[src/rtl/truxton2_snd_writer.sv]
// Sound-block write sequencer: queues CPU byte writes and replays them as timed
// YM2151 / OKI6295 write cycles, polling the YM2151 busy flag after data writes.
module truxton2_snd_writer #(
  parameter int DEPTH          = 8,
  parameter int YM_STROBE_LEN  = 4,
  parameter int OKI_STROBE_LEN = 128,
  parameter int REC_LEN        = 2,
  parameter int GUARD_LEN      = 64,
  parameter int TIMEOUT        = 16384
) (
  input  logic       CLK96,
  input  logic       RESET96_N,
  input  logic       PAUSE_N,
  input  logic       CPU_WR,
  input  logic       CPU_TGT,
  input  logic       CPU_A0,
  input  logic [7:0] CPU_DIN,
  output logic       CPU_FULL,
  output logic       YM2151_CS,
  output logic       YM2151_WE,
  output logic       YM2151_WR_CMD,
  output logic [7:0] YM2151_DIN,
  input  logic [7:0] YM2151_DOUT,
  output logic       OKI_WE,
  output logic [7:0] OKI_DIN,
  output logic       BUSY,
  output logic       OVF,
  output logic       TMO
);

  localparam int AW = $clog2(DEPTH);
  localparam int PW = AW + 1;
  localparam int TW = $clog2(TIMEOUT + OKI_STROBE_LEN + GUARD_LEN + YM_STROBE_LEN + REC_LEN + 1) + 1;

  typedef enum logic [2:0] {IDLE, LOAD, STROBE, RECOVER, GUARD, POLL} state_t;

  state_t        state_reg, state_next;
  logic [TW-1:0] timer_reg, timer_next;
  logic [PW-1:0] wr_ptr_reg, rd_ptr_reg;
  logic [PW-1:0] count, count_next;
  logic [9:0]    mem [DEPTH];
  logic [9:0]    cur_reg;
  logic          cur_tgt, cur_a0;
  logic [7:0]    cur_data;
  logic          push_ok, pop, tmo_set;

  logic          full_reg, busy_reg, ovf_reg, tmo_reg;
  logic          ym_cs_reg, ym_we_reg, ym_wr_cmd_reg, oki_we_reg;
  logic [7:0]    ym_din_reg, oki_din_reg;

  // Only the busy bit of the status byte is of interest.
  logic          unused_dout;
  assign unused_dout = ^YM2151_DOUT[6:0];

  assign count      = wr_ptr_reg - rd_ptr_reg;
  assign push_ok    = CPU_WR && (count < PW'(DEPTH));
  assign count_next = count + PW'(push_ok) - PW'(pop);
  assign {cur_tgt, cur_a0, cur_data} = cur_reg;

  // Queue storage and the popped-entry register, kept free of reset so the
  // array maps onto plain memory.
  always_ff @(posedge CLK96) begin
    if (push_ok)
      mem[wr_ptr_reg[AW-1:0]] <= {CPU_TGT, CPU_A0, CPU_DIN};
    if (pop)
      cur_reg <= mem[rd_ptr_reg[AW-1:0]];
  end

  always_comb begin
    state_next = state_reg;
    timer_next = timer_reg;
    pop        = 1'b0;
    tmo_set    = 1'b0;
    case (state_reg)
      IDLE: begin
        if ((count != '0) && PAUSE_N) begin
          state_next = LOAD;
          pop        = 1'b1;
        end
      end
      LOAD: begin
        state_next = STROBE;
        timer_next = cur_tgt ? TW'(OKI_STROBE_LEN - 1) : TW'(YM_STROBE_LEN - 1);
      end
      STROBE: begin
        if (timer_reg == '0) begin
          state_next = RECOVER;
          timer_next = TW'(REC_LEN - 1);
        end else begin
          timer_next = timer_reg - TW'(1);
        end
      end
      RECOVER: begin
        if (timer_reg == '0) begin
          if (!cur_tgt && cur_a0) begin
            state_next = GUARD;
            timer_next = TW'(GUARD_LEN - 1);
          end else begin
            state_next = IDLE;
          end
        end else begin
          timer_next = timer_reg - TW'(1);
        end
      end
      GUARD: begin
        if (timer_reg == '0) begin
          state_next = POLL;
          timer_next = TW'(TIMEOUT - 1);
        end else begin
          timer_next = timer_reg - TW'(1);
        end
      end
      POLL: begin
        if (!YM2151_DOUT[7]) begin
          state_next = IDLE;
        end else if (timer_reg == '0) begin
          state_next = IDLE;
          tmo_set    = 1'b1;
        end else begin
          timer_next = timer_reg - TW'(1);
        end
      end
      default: state_next = IDLE;
    endcase
  end

  always_ff @(posedge CLK96 or negedge RESET96_N) begin
    if (!RESET96_N) begin
      state_reg     <= IDLE;
      timer_reg     <= '0;
      wr_ptr_reg    <= '0;
      rd_ptr_reg    <= '0;
      full_reg      <= 1'b0;
      busy_reg      <= 1'b0;
      ovf_reg       <= 1'b0;
      tmo_reg       <= 1'b0;
      ym_cs_reg     <= 1'b0;
      ym_we_reg     <= 1'b1;
      ym_wr_cmd_reg <= 1'b0;
      ym_din_reg    <= '0;
      oki_we_reg    <= 1'b1;
      oki_din_reg   <= '0;
    end else begin
      state_reg <= state_next;
      timer_reg <= timer_next;
      if (push_ok)
        wr_ptr_reg <= wr_ptr_reg + PW'(1);
      if (pop)
        rd_ptr_reg <= rd_ptr_reg + PW'(1);
      // FULL follows the occupancy one cycle late, so it lags both fill and free.
      full_reg <= (count == PW'(DEPTH));
      busy_reg <= (count_next != '0) || (state_next != IDLE);
      if (CPU_WR && !push_ok)
        ovf_reg <= 1'b1;
      if (tmo_set)
        tmo_reg <= 1'b1;
      if (state_reg == LOAD) begin
        if (cur_tgt) begin
          oki_din_reg <= cur_data;
        end else begin
          ym_din_reg    <= cur_data;
          ym_wr_cmd_reg <= cur_a0;
          ym_cs_reg     <= 1'b1;
        end
      end
      if ((state_reg == RECOVER) && (state_next != RECOVER))
        ym_cs_reg <= 1'b0;
      ym_we_reg  <= !((state_next == STROBE) && !cur_tgt);
      oki_we_reg <= !((state_next == STROBE) && cur_tgt);
    end
  end

  assign CPU_FULL      = full_reg;
  assign BUSY          = busy_reg;
  assign OVF           = ovf_reg;
  assign TMO           = tmo_reg;
  assign YM2151_CS     = ym_cs_reg;
  assign YM2151_WE     = ym_we_reg;
  assign YM2151_WR_CMD = ym_wr_cmd_reg;
  assign YM2151_DIN    = ym_din_reg;
  assign OKI_WE        = oki_we_reg;
  assign OKI_DIN       = oki_din_reg;

endmodule

[config.mk]
export PLATFORM = sky130hd
export DESIGN_NAME = truxton2_snd_writer
export DESIGN_NICKNAME = d
export VERILOG_FILES = /design/src/rtl/truxton2_snd_writer.sv
export SDC_FILE = /design/constraint.sdc
export NUM_CORES = 1
export LEC_CHECK = 0
export BUFFER_PORTS_ARGS = -buffer_cell sky130_fd_sc_hd__buf_4
export CORE_UTILIZATION = 45
export CTS_BUF_LIST = sky130_fd_sc_hd__clkbuf_8
export CTS_CLUSTER_SIZE = 25
export DETAILED_ROUTE_END_ITERATION = 6
export PLACE_DENSITY = 0.63
export RECOVER_POWER = 50
export SLEW_MARGIN = 20
export SYNTH_ARGS = -nofsm -noshare
export SYNTH_HDL_FRONTEND = slang
export SYNTH_SLANG_ARGS = --single-unit
[constraint.sdc]
create_clock -name CLK96 -period 7.5 [get_ports CLK96]
set_clock_uncertainty 0.2 [all_clocks]
set_input_delay 1.5 -clock CLK96 [delete_from_list [all_inputs] [get_ports CLK96]]
set_output_delay 1.5 -clock CLK96 [all_outputs]
set_load 0.01 [all_outputs]
Word-level counts from Yosys, hierarchy flattened

Memory sizes are Yosys's and may differ from the RTL's. A register that Yosys moved wholly into a read port is not among the register bits.
Index checks and enable logic that the tools add are counted.

$add $sub $neg: 6
$lt $le $gt $ge: 1
Equality and inequality tests: 12
Multiplexer cells: 26
Bitwise operators: 1
Reduce and logical (&&, ||, !) cells: 23

Operators with widths:

| cell                  | number |
|---|---|
| $mux 16               | 6 |
| $pmux 16 s5           | 1 |
| $mux 3                | 7 |
| $pmux 3 s6            | 1 |
| $logic_not 16->1      | 1 |
| $sub 16x1->16 const B | 1 |
| $mux 1                | 10 |
| $eq 3x2->1 const B    | 3 |
| $add 4x1->4 const B   | 2 |
| $reduce_bool 4->1     | 2 |
| $logic_and 1x1->1     | 7 |
| $mux 7                | 1 |
| $eq 3x3->1 const B    | 2 |
| $reduce_and 2->1      | 3 |
| $reduce_bool 5->1     | 1 |
| $add 4x1->4           | 1 |
| $eq 4x4->1 const B    | 1 |
| $logic_not 1->1       | 4 |
| $lt 4x4->1 const B    | 1 |
| $ne 2x2->1 const B    | 2 |
| $reduce_and 4->1      | 1 |
| $sub 4x1->4           | 1 |
| $sub 4x4->4           | 1 |
| $eq 3x1->1 const B    | 1 |
| 8 further kinds       | 8 |

Register bits after elaboration: 51
Bits in writable memories: 80
Bits of input ports: 22
Output and inout port bits: 24
Word-level logic and storage cells: 84
Memories kept: 1

Memory list:

| name | depth | bits a word | rd ports | clocked after memory_dff | wr ports | line | source |
|---|---|---|---|---|---|---|---|
| mem  | 8     | 10          | 1        | 1                        | 1        | 41   | `logic [9:0] mem [DEPTH];` |

Depth between registers and ports, before layout

Gate-level depths: netlist of run 1.

Word-level depth: 9
Depth in mapped cells: 21
Gate-level depth less buffers: 19

Least setup slack after synthesis of run 1

OpenSTA, ideal clock, no wires.

Kind: flip-flop to flip-flop
Start: register rd_ptr_reg[1]
End: register busy_reg (netlist: BUSY)
Setup time: 134 ps
Data arrival time: 4074 ps
Data required time: 7166 ps
Slack: 3093 ps
Cell stages (with the launch flop): 22
Path buffers: 2
Clock period less this slack: 4407 ps
Path through: dfrtp_1 buf_1 inv_1 ha_1 nor2b_1 o21ai_0 a21oi_1 nor2_1 inv_1 ha_1 nand3b_1 and4b_1 clkbuf_1 ha_1 inv_1 ha_1 inv_1 fa_1 xor2_1 nand3b_1 nor3_2 o211ai_1

Word-level cells in the longest chain between the ends: 8
Elaborated cells on any way between the ends: 14
Classes of those cells: 3 x add/sub; 1 x order compare; 4 x mux; 6 x reduce/logical

RTL lines:

| what                   | line | source |
|---|---|---|
| from (decl)            | 39   | `logic [PW-1:0] wr_ptr_reg, rd_ptr_reg;` |
| from (signal assigned) | 149  | `rd_ptr_reg <= rd_ptr_reg + PW'(1);` |
| $sub 4x4->4            | 55   | `assign count = wr_ptr_reg - rd_ptr_reg;` |
| $reduce_bool 4->1      | 76   | `if ((count != '0) && PAUSE_N) begin` |
| $logic_and 1x1->1      | 76   |  |
| $mux 1                 | 76   |  |
| $mux 1                 | 74   | `case (state_reg)` |
| named net pop          | 45   | `logic push_ok, pop, tmo_set;` |
| $sub 4x1->4            | 57   | `assign count_next = count + PW'(push_ok) - PW'(pop);` |
| $reduce_bool 4->1      | 152  | `busy_reg <= (count_next != '0) \|\| (state_next != IDLE);` |
| $logic_or 1x1->1       | 152  |  |
| to (signal assigned)   | 152  |  |
| to (decl)              | 47   | `logic full_reg, busy_reg, ovf_reg, tmo_reg;` |

The timed path passes the listed nets, and every way through them passes these cells.
A chain may end at the register's enable or synchronous reset.

Worst setup path after layout of run 1

Start: register rd_ptr_reg[0]
End: register busy_reg (netlist: BUSY)

Word-level cells in the longest chain between the ends: 8
Elaborated cells on any way between the ends: 14
Classes of those cells: 3 x add/sub; 1 x order compare; 4 x mux; 6 x reduce/logical

RTL lines:

| what                                                               | line |
|---|---|
| $sub 4x4->4 *                                                      | 55 |
| parallel branches: the longest is 6 deep, another holds $lt 4x4->1 | -- |
| $logic_or 1x1->1 *                                                 | 152 |

Every way passes the cells marked *.

==> results of run 1 <==
[layer usage]
layer  track usage [%]  up-vias  share of wire, %
li1                  -     1817                 -
met1              24.8     1944                46
met2              29.1       84                49
met3              4.78        9               4.5
met4              6.40        0               1.1
met5                 0        -                 0
[through the flow]
step                total power, mW  area, µm²  std cells  utilization, %
floorplan                      1.91       6480        456               -
global placement               2.20       6970        658            49.8
detailed placement             2.24       6970        658            49.8
CTS                            2.87       7380        690            52.8
global route                   3.04       7320        690            52.4
finish                         2.83       7320        690            52.4
[cell families after synthesis]
kind of cell               count (synthesis)
DFF                                      141
and+or+nand+nor                          126
AOI/OAI and AO/OA                         77
buffers and inverters                     46
muxes                                     40
adders and majority gates                 16
xor gates and xnor gates                  10
[final cells by class]
| cell class | instances | area share [%] |
|---|---|---|
| repair buffers | 45 | 4.00 |
| multi-input cells | 269 | 31.8 |
| inverters | 23 | 1.18 |
| flip-flops and latches | 141 | 54.4 |
| clock buffers | 17 | 3.19 |
| clock inverters | 15 | 2.39 |
| well taps | 180 | 3.08 |
[layout by cell type (no fill, tap or decap), types with 9 or more instances in the layout]
cell / Yosys / final
edfxtp_1: 90 / 90
dfrtp_1: 49 / 49
nand2_1: 49 / 49
buf_4: 2 / 33
inv_1: 23 / 23
mux4_2: 20 / 20
mux2_2: 18 / 18
a21oi_1: 17 / 17
clkbuf_8: 0 / 17
nor2_1: 14 / 14
ha_1: 14 / 14
clkbuf_1: 9 / 12
o21ai_0: 9 / 9
[cells in the mapped netlist (3+ instances only)]
library cell | instances | share of area, %
o21a_1 | 4 | 0.46
nor3_1 | 7 | 0.54
nor2_1 | 14 | 0.81
o2111ai_1 | 3 | 0.41
a21oi_1 | 17 | 1.3
clkbuf_1 | 9 | 0.52
and3_1 | 4 | 0.39
nor2b_1 | 3 | 0.29
nand2_1 | 49 | 2.8
nand3_1 | 8 | 0.62
xnor2_1 | 6 | 0.81
nor4_1 | 5 | 0.48
buf_1 | 5 | 0.29
nand2b_1 | 5 | 0.48
dfrtp_1 | 49 | 19
nor3_2 | 3 | 0.46
a2bb2oi_1 | 7 | 0.95
o211ai_1 | 8 | 0.93
o21ai_0 | 9 | 0.69
inv_1 | 23 | 1.3
ha_1 | 14 | 2.7
or3_1 | 4 | 0.39
xor2_1 | 4 | 0.54
buf_2 | 4 | 0.31
mux2_2 | 18 | 3.1
nand3b_1 | 3 | 0.35
edfxtp_1 | 90 | 42
mux4_2 | 20 | 6.9
[final timing paths]
check,endpoint,slack (ns),depth (start not counted)
setup reg to reg,BUSY$_DFF_PN0_,1.78,19
setup / recovery,BUSY$_DFF_PN0_,1.78,19
hold / removal,OVF$_DFFE_PN0P_,0.27,1
hold reg to reg,OVF$_DFFE_PN0P_,0.27,1
max in group asynchronous,OKI_DIN[4]$_DFFE_PN0P_,3.77,1
min in group asynchronous,TMO$_DFFE_PN0P_,1.74,1
[power by group]
group,internal [mW],switching (mW),total [mW],leakage (nW)
combinational,0.494,0.533,1.03,1.18
clock,0.307,0.317,0.624,0.204
sequential,1.01,0.162,1.18,1.45
[worst max-delay path: cells and delay by family (launching register included)]
| kind | cells | cell delay [ns] |
|---|---|---|
| xor gates and xnor gates | 1 | 0.16 |
| AOI/OAI and AO/OA | 3 | 0.47 |
| adders and majority gates | 5 | 1.48 |
| buffers and inverters | 4 | 1.58 |
| and+or+nand+nor | 6 | 1.37 |
| DFF | 1 | 0.32 |
==> metrics.yaml, run 1 <==
status:
  status: "complete, but fails checks"
  violations: "max-capacitance violations, max-slew violations"
clock_network:
  cts_resized: 0
  cts_max_path_buffers: 2
  htree_levels: 4
  insertion_delay_ns: 0.45
  cts.sink_count: 141
  clk_pin_slew_ns: 0.09
  cts_tree: "done"
  cts_root_buf: "clkbuf_8"
  hold_buffers: 0
  post_cts_buffers: 0
  cts_buffers: 17
setup_path:
  cp_common_cell: "ha_1"
  crit_path_start: "rd_ptr_reg[0]$_DFFE_PN0P_"
  critPathCaptureType: "flip-flop"
  crit_path_max_fanout: 24
  cp_slowest_cell: "clkbuf_1"
  start_kind: "flip-flop"
  reg2reg_from: "rd_ptr_reg[0]$_DFFE_PN0P_"
  arrival_ns: 5.85
  path_class: "flip-flop to flip-flop"
  path_cells: "clkbuf_1 > ha_1 > nor2b_1 > o21ai_0 > a21oi_1 > nor2_1 > inv_1 > ha_1 > nand3b_1 > and4b_1 > ha_1 > inv_1 > ha_1 > inv_1 > fa_1 > xor2_1 > nand3b_1 > nor3_2 > o211ai_1"
  critPathRequiredTime_ns: 7.63
  max_stage_delay_ns: 1.40
cells_and_area:
  multi_input_area_mm2: 0.00233
  largest_reg_flops: 80
  area_growth_pct: 12.9
  final-seq-area_mm2: 0.00398
  drive_gt1_share_pct: 25.7
  num_antenna_cells: 0
  fin_nets: 535
  n_fill_cell: 1181
die:
  die_area_mm2: 0.0149
  io_pins: 46
  core_region_area_mm2: 0.0140
  initial_core_util_pct: 46.4
  die_w_um: 122
  rows: 43
  die_h_um: 122
hold_path:
  holdCritStartpoint: "OVF$_DFFE_PN0P_"
  hold_path_class: "flip-flop to flip-flop"
yosys:
  ys_async_sr_fraction_pct: 36.2
  syn_inst: 456
  synthMuxAreaShare_pct: 10.4
  synth_cell_types: 71
  yosys.area_share.simple_pct: 11.3
  synth-seq-cells: 141
  synth_sequential_area_ratio_pct: 61.4
  ys.flop_type: "edfxtp_1"
  syn_area_per_cell_um2: 14.2
  synth_fa_ha_area_share_pct: 3.32
  synth_edf_count: 90
  yosys_warnings: 0
  synth_top_family_by_area: "simple AND/OR/NAND/NOR gates"
  syn-num-nets: 494
  synth_xor_area_share_pct: 1.35
  synth_compound_area_share_pct: 8.95
  synth_area_mm2: 0.00648
global_routing:
  grt_max_degree: 52
  grt_pass1_vias: 3852
  grtUsageTotal_pct: 18.5
  grt_overflow: 0
  grt_antenna_before_repair: 0
  grt_pass1_wl_um: 20300
routing:
  viasPerCell: 5.59
  detail_route.wl_per_cell_um: 18.0
  finalWirelength_um: 12400
  drt_iter0_drc: 315
  drc: 0
  vias: 3854
  dr.pass1.iters: 5
  ant_nets: 0
sta:
  hold_viol: 0
  final_max_slew_viol_count: 77
  worst-slew-pin-transition_ns: 2.79
  holdWs_ns: 0.272
  post-route-min-period_ns: 5.72
  finalSetupTns_ns: 0
  max_freq_mhz: 175
  setup_viol: 0
  rsz0062_at_grt: "no"
  max_slew_margin_pct: -86.3
  period_share_pct: 76.3
  setup_ws_ns: 1.78
pwr:
  leakagePower_nw: 2.83
  ir_drop_uv: 155
  p_per_area_mw_per_mm2: 386
placed_design:
  finalWeightedCongestion: 0.837
  dp_hpwl_um: 8000
  io_buffers: 38
  dp_slack_ns: 2.45
run:
  drv_cap: 2
No activity file was read; power rests on OpenSTA's default activity.
==> inputs of run 2 (changes only) <==
Settings changed: ABC_AREA from default to 1.
Clock period 7.5 ns to 5.65 ns, I/O delays scaled along.
==> run 2 against run 1 <==
Net effect: the flow still finishes with violations (max-capacitance violations, max-slew violations); sequential cell count unchanged; combinational power up 58%; final area down 1.9%; largest cell class unchanged; highest routed layer unchanged.
==> metrics.yaml, run 2 <==
setup_path:
  critPathCaptureType: "flip-flop"
  max_stage_delay_ns: 0.48  # -0.92 ns
  path_cells: "inv_1 > buf_4 > ha_1 > a21oi_1 > nand2_1 > xnor2_1 > ha_1 > nand3_1 > nand4_1 > inv_1 > ha_1 > inv_1 > ha_1 > inv_1 > fa_1 > o21ai_0 > nor4_1 > nand4_1"
  arrival_ns: 4.36  # -1.49 ns
  crit_buf_inv: 5  # +1
  crit_family: "adder cells"
  cp_slowest_cell: "fa_1"
  r2r_slack_ns: 1.41  # -0.37 ns
  start_kind: "flip-flop"
  reg2regPathDepth: 18  # -1
  path_class: "flip-flop to flip-flop"
  critPathRequiredTime_ns: 5.76  # -1.87 ns
  crit_path_max_fanout: 22  # -8.3%
  timing.rr.end: "BUSY$_DFF_PN0_"
  reg2reg_from: "rd_ptr_reg[2]$_DFFE_PN0P_"
cells_and_area:
  multi_input_area_mm2: 0.00210  # -9.8%
  area_growth_pct: 12.2
  final_cell_mix: "nor2_1 (106), nand2_1 (95), edfxtp_1 (90)"
  drive_gt1_share_pct: 13.9  # -12 points
  layout_commonest_cell: "nor2_1"
  n_fill_cell: 1248  # +5.7%
  fin_nets: 699  # +31%
  largest_reg_flops: 80  # unchanged
  num_antenna_cells: 0  # unchanged
  final-seq-area_mm2: 0.00398  # unchanged
sta:
  max_freq_mhz: 236  # +35%
  period_share_pct: 75.1  # -1.2 points
  worst-slew-pin-transition_ns: 2.74  # -0.0528 ns
  finalSetupTns_ns: 0  # unchanged
  hold_viol: 0  # unchanged
  final_max_slew_viol_count: 52  # -32%
  post-route-min-period_ns: 4.24  # -1.48 ns
  rsz0062_at_grt: "no"
  setup_ws_ns: 1.41  # -0.373 ns
  setup_viol: 0  # unchanged
  max_slew_margin_pct: -82.8  # +3.5 points
clock_network:
  hold_buffers: 0  # unchanged
  cts_tree: "done"
  post_cts_buffers: 0  # unchanged
  cts_root_buf: "clkbuf_8"
  cts.sink_count: 141  # unchanged
  cts_buffers: 17  # unchanged
  cts_resized: 0  # unchanged
  clk_pin_slew_ns: 0.09  # about the same
  cts_max_path_buffers: 2  # unchanged
  insertion_delay_ns: 0.45  # about the same
  htree_levels: 4  # unchanged
routing:
  detail_route.wl_per_cell_um: 15.5  # -14%
  drt_iter0_drc: 318  # +0.95%
  drc: 0  # unchanged
  ant_nets: 0  # unchanged
  finalWirelength_um: 13200  # +6.6%
  vias: 4456  # +16%
  viasPerCell: 5.22  # -6.6%
  dr.pass1.iters: 5  # unchanged
hold_path:
  hold_path_depth: 1  # unchanged
  holdCritStartpoint: "cur_reg[9]$_DFFE_PP_"
  min_to: "OKI_WE$_DFF_PN1_"
  hold_path_class: "flip-flop to flip-flop"
placed_design:
  io_buffers: 38  # unchanged
  dp_hpwl_um: 8380  # +4.7%
  dp_slack_ns: 1.36  # -1.08 ns
  finalWeightedCongestion: 0.926  # +11%
yosys:
  synth_sequential_area_ratio_pct: 62.2  # +0.77 points
  synth_cell_types: 43  # -39%
  yosys-top-cells-count: "nor2_1 (109), nand2_1 (95), edfxtp_1 (90), o21ai_0 (68)"
  synth_area_leaders: "edfxtp_1 (42%), dfrtp_1 (19%), nor2_1 (6.4%)"
  syn_inst: 620  # +36%
  synth_largest_area_cell: "edfxtp_1"
  synth_most_common_cell: "nor2_1"
  ys.flop_type: "edfxtp_1"
  syn-num-nets: 658  # +33%
  synth_top_area_share_pct: 42.2  # +0.52 points
  yosys_warnings: 0  # unchanged
  syn_area_per_cell_um2: 10.3  # -27%
  ys_async_sr_fraction_pct: 36.2  # unchanged
  synth_edf_count: 90  # unchanged
  synth-seq-cells: 141  # unchanged
  synth_area_mm2: 0.00640  # -1.2%
global_routing:
  grt_max_degree: 52  # unchanged
  grt_antenna_before_repair: 0  # unchanged
  grtUsageTotal_pct: 19.4  # +0.91 points
  grt_pass1_wl_um: 21500  # +5.7%
  grt_pass1_vias: 4242  # +10%
  grt_overflow: 0  # unchanged
die:
  io_pins: 46  # unchanged
  core_region_area_mm2: 0.0139  # -0.77%
  die_w_um: 121  # -0.61%
  die_h_um: 121  # -0.61%
  initial_core_util_pct: 46.1  # -0.22 points
  rows: 43  # unchanged
  die_area_mm2: 0.0147  # -1.2%
run:
  drv_cap: 1  # -1
pwr:
  p_per_area_mw_per_mm2: 546  # +41%
  leakagePower_nw: 2.97  # +4.8%
  ir_drop_uv: 211  # +36%
  total_power_mw: 3.92  # +39%
status:
  violations: "max-capacitance violations, max-slew violations"
  status: "complete, but fails checks"
run 2: cell type report:
| class | instances | share of cell area [%] |
|---|---|---|
| flip-flops and latches | 141 | 55.4 |
| multi-input cells | 403 | 29.3 |
| repair buffers | 42 | 3.82 |
| clock buffers | 17 | 3.26 |
| well taps | 180 | 3.14 |
| inverters | 56 | 2.94 |
| clock inverters | 15 | 2.16 |
run 2: power breakdown:
part	total (mW)	leakage, nW	switching, mW	internal [mW]
clock	0.786	0.199	0.422	0.363
sequential	1.51	1.44	0.142	1.37
combinational	1.63	1.33	1.02	0.605
total	3.92	2.97	1.59	2.34
run 2: metrics by stage:
stage	cell area, µm²	instances	hold WS, ns	util (%)
3_3_place_gp	6850	822	0.250	49.4
4_1_cts	7250	854	0.269	52.2
5_1_grt	7180	854	0.286	51.7
3_5_place_dp	6860	822	0.254	49.4
2_1_floorplan	6400	620	0.221	-
6_report	7180	854	0.263	51.7
run 2: worst max-delay path by stage:
stage / start / cells after the start / to / slack [ns]
finish: rd_ptr_reg[2]$_DFFE_PN0P_ / 18 / BUSY$_DFF_PN0_ / 1.41
global route: rd_ptr_reg[2]$_DFFE_PN0P_ / 18 / BUSY$_DFF_PN0_ / 0.98
CTS: rd_ptr_reg[2]$_DFFE_PN0P_ / 18 / BUSY$_DFF_PN0_ / 1.34
detailed placement: rd_ptr_reg[2]$_DFFE_PN0P_ / 18 / BUSY$_DFF_PN0_ / 1.36
global placement: rd_ptr_reg[2]$_DFFE_PN0P_ / 18 / BUSY$_DFF_PN0_ / 1.54
floorplan: rd_ptr_reg[2]$_DFFE_PN0P_ / 18 / BUSY$_DFF_PN0_ / 1.86
run 2: logic make-up (layout without fill, tap and decap cells):
family / Yosys count / count (layout) / synth area share [%]
compound gates: 116 / 116 / 10.2
xor+xnor: 17 / 17 / 2.33
fa+ha+maj: 16 / 16 / 3.36
buf+inv: 76 / 130 / 4.71
flops: 141 / 141 / 62.2
simple gates: 254 / 254 / 17.3
run 2: routing by layer:
metal | vias up | routed length [µm] | GRT usage [%]
li1 | 2182 | - | -
met1 | 2153 | 6150 | 25.9
met2 | 109 | 6320 | 30.7
met3 | 12 | 615 | 4.46
met4 | 0 | 148 | 7.10
met5 | - | 0 | 0
==> inputs of run 3 (changes only) <==
Settings changed: PLACE_DENSITY 0.63 to 0.66.
Clock period 5.65 ns to 3.5 ns, I/O delays scaled along.
==> run 3 against run 2 <==
Net effect: critical path type unchanged; sequential cell count did not move; non-clock buffer count rose by 16; first-iteration DRC count rose by 18%; critical path depth fell by 1; power rose by 70%; the run now ends clean.
==> metrics.yaml, run 3 (synthesis gave the netlist of run 2 again) <==
pwr:
  leakagePower_nw: 3.05  # +2.6%
  ir_drop_uv: 305  # +44%
  total_power_mw: 6.68  # +70%
  p_per_area_mw_per_mm2: 906  # +66%
sta:
  final_max_slew_viol_count: 0  # -100%
  hold_viol: 0  # unchanged
  period_share_pct: 97.1  # +22 points
  holdWs_ns: 0.261  # -0.00139 ns
  worst-slew-pin-transition_ns: 1.29  # -1.45 ns
  max_slew_margin_pct: 13.9  # +97 points
  post-route-min-period_ns: 3.40  # -0.848 ns
  setup_viol: 0  # unchanged
  max_freq_mhz: 294  # +25%
clock_network:
  cts_buffers: 17  # unchanged
  cts.sink_count: 141  # unchanged
  cts_max_path_buffers: 2  # unchanged
  clk_pin_slew_ns: 0.08  # about the same
  htree_levels: 4  # unchanged
  insertion_delay_ns: 0.45  # about the same
  cts_root_buf: "clkbuf_8"
  cts_tree: "done"
die:
  io_pins: 46  # unchanged
  die_h_um: 121  # unchanged
  die_w_um: 121  # unchanged
  initial_core_util_pct: 46.1  # unchanged
  die_area_mm2: 0.0147  # unchanged
  core_region_area_mm2: 0.0139  # unchanged
  rows: 43  # unchanged
routing:
  detail_route.wl_per_cell_um: 15.6  # +0.41%
  vias: 4632  # +3.9%
  dr.pass1.iters: 5  # unchanged
  drc: 0  # unchanged
  ant_nets: 0  # unchanged
  drt_iter0_drc: 376  # +18%
  viasPerCell: 5.32  # +2.0%
  finalWirelength_um: 13500  # +2.3%
placed_design:
  finalWeightedCongestion: 0.861  # -7.0%
  io_buffers: 38  # unchanged
  postPlaceCellArea_mm2: 0.00695  # +1.3%
  dp_hpwl_um: 8610  # +2.8%
  placedCellCount: 833  # +1.3%
cells_and_area:
  final_cell_mix: "nor2_1 (110), nand2_1 (95), edfxtp_1 (90)"
  num_antenna_cells: 0  # unchanged
  area_growth_pct: 15.1
  fin_nets: 715  # +2.3%
  drive_gt1_share_pct: 16.8  # +2.9 points
  final_util_pct: 53.1  # +1.4 points
  largest_reg_flops: 80  # unchanged
  layout_commonest_cell: "nor2_1"
  stdcell_area_mm2: 0.00737  # +2.6%
  finalNonFillerCells: 870  # +1.9%
status:
  status: "finished, final reports clean"
setup_path:
  max_stage_delay_ns: 0.47  # about the same
  r2r_slack_ns: 0.10  # -1.30 ns
  cp_slowest_cell: "fa_1"
  reg2regPathDepth: 17  # -1
  critPathRequiredTime_ns: 3.61  # -2.15 ns
  reg2reg_from: "wr_ptr_reg[0]$_DFFE_PN0P_"
  critPathCaptureType: "flip-flop"
  path_class: "flip-flop to flip-flop"
  timing.rr.end: "BUSY$_DFF_PN0_"
  crit_path_max_fanout: 2  # -91%
  path_cells: "inv_2 > ha_4 > inv_2 > fa_2 > xnor2_2 > ha_2 > nand3_1 > nand4_1 > inv_4 > ha_4 > inv_1 > ha_2 > inv_1 > fa_1 > o21ai_1 > nor4_1 > nand4_1"
  arrival_ns: 3.51  # -0.85 ns
  start_kind: "flip-flop"
global_routing:
  grt_overflow: 0  # unchanged
  grt_pass1_vias: 4413  # +4.0%
  grt_antenna_before_repair: 0  # unchanged
  grt_max_degree: 52  # unchanged
  grtUsageTotal_pct: 19.0  # -0.44 points
  grt_pass1_wl_um: 21000  # -2.5%
hold_path:
  min_to: "OKI_WE$_DFF_PN1_"
  holdCritStartpoint: "cur_reg[9]$_DFFE_PP_"
  hold_path_class: "flip-flop to flip-flop"
  hold_path_depth: 1  # unchanged
run:
  drv_cap: 0  # -1
[run 3: cell types whose count changed in the layout (fill, tap and decap cells not counted), moves of 3 or more]
cell      delta
buf_4       +10
clkinv_4     -6
clkbuf_1     +5
ha_1         -5
inv_6        +5
nor2_2       -5
inv_1        -4
nor2_1       +4
ha_4         +3
inv_2        +3
[run 3: per-stage QoR]
stage / setup TNS, ns / worst slack (ns)
after floorplan: 0 / 0.00499
after global placement: 0 / 0.120
after detailed placement: 0 / 0.0150
after CTS: 0 / 0.00231
after global routing: -0.0595 / -0.0595
final: 0 / 0.103
[run 3: worst max-delay path by stage]
stage,start,to,cells past startpoint
global placement,wr_ptr_reg[0]$_DFFE_PN0P_,BUSY$_DFF_PN0_,17
floorplan,rd_ptr_reg[2]$_DFFE_PN0P_,BUSY$_DFF_PN0_,18
detailed placement,wr_ptr_reg[0]$_DFFE_PN0P_,BUSY$_DFF_PN0_,17
finish,wr_ptr_reg[0]$_DFFE_PN0P_,BUSY$_DFF_PN0_,17
CTS,wr_ptr_reg[0]$_DFFE_PN0P_,BUSY$_DFF_PN0_,17
global route,wr_ptr_reg[0]$_DFFE_PN0P_,BUSY$_DFF_PN0_,17
[run 3: timing repair]
item	in CTS	in global routing
hold buffers	0	0
endpoints found under the hold margin	0	0
buffers inserted	0	5
endpoints found under the setup margin	0	1
resized for setup	0	14
[run 3: where the power goes]
| group | switching (mW) | internal, mW |
|---|---|---|
| Combinational | 1.74 | 1.17 |
| Clock | 0.681 | 0.659 |
| Sequential | 0.225 | 2.21 |
[run 3: worst max-delay path: cells and delay by family (launching register included)]
kind	cells	cell delay [ns]
adder cells (fa/ha/maj)	6	1.50
flip-flops	1	0.39
AO/OA/AOI/OAI	1	0.07
XOR/XNOR	1	0.15
AND/OR/NAND/NOR	4	0.62
buffers and inverters	5	0.34
[run 3: layout make-up]
type / count / area (µm²)
Sequential cell: 141 / 3980
Clock buffer: 17 / 234
Fill cell: 1188 / 6510
Clock inverter: 15 / 173
Multi-Input combinational cell: 403 / 2170
Timing Repair Buffer: 58 / 373
Tap cell: 180 / 225
Inverter: 56 / 214
[run 3: routing by layer]
metal | part of all wire (%) | global-route usage [%]
met4 | 1.6 | 7.87
met1 | 42 | 22.6
met2 | 51 | 32.4
met5 | 0 | 0
met3 | 5.6 | 4.79
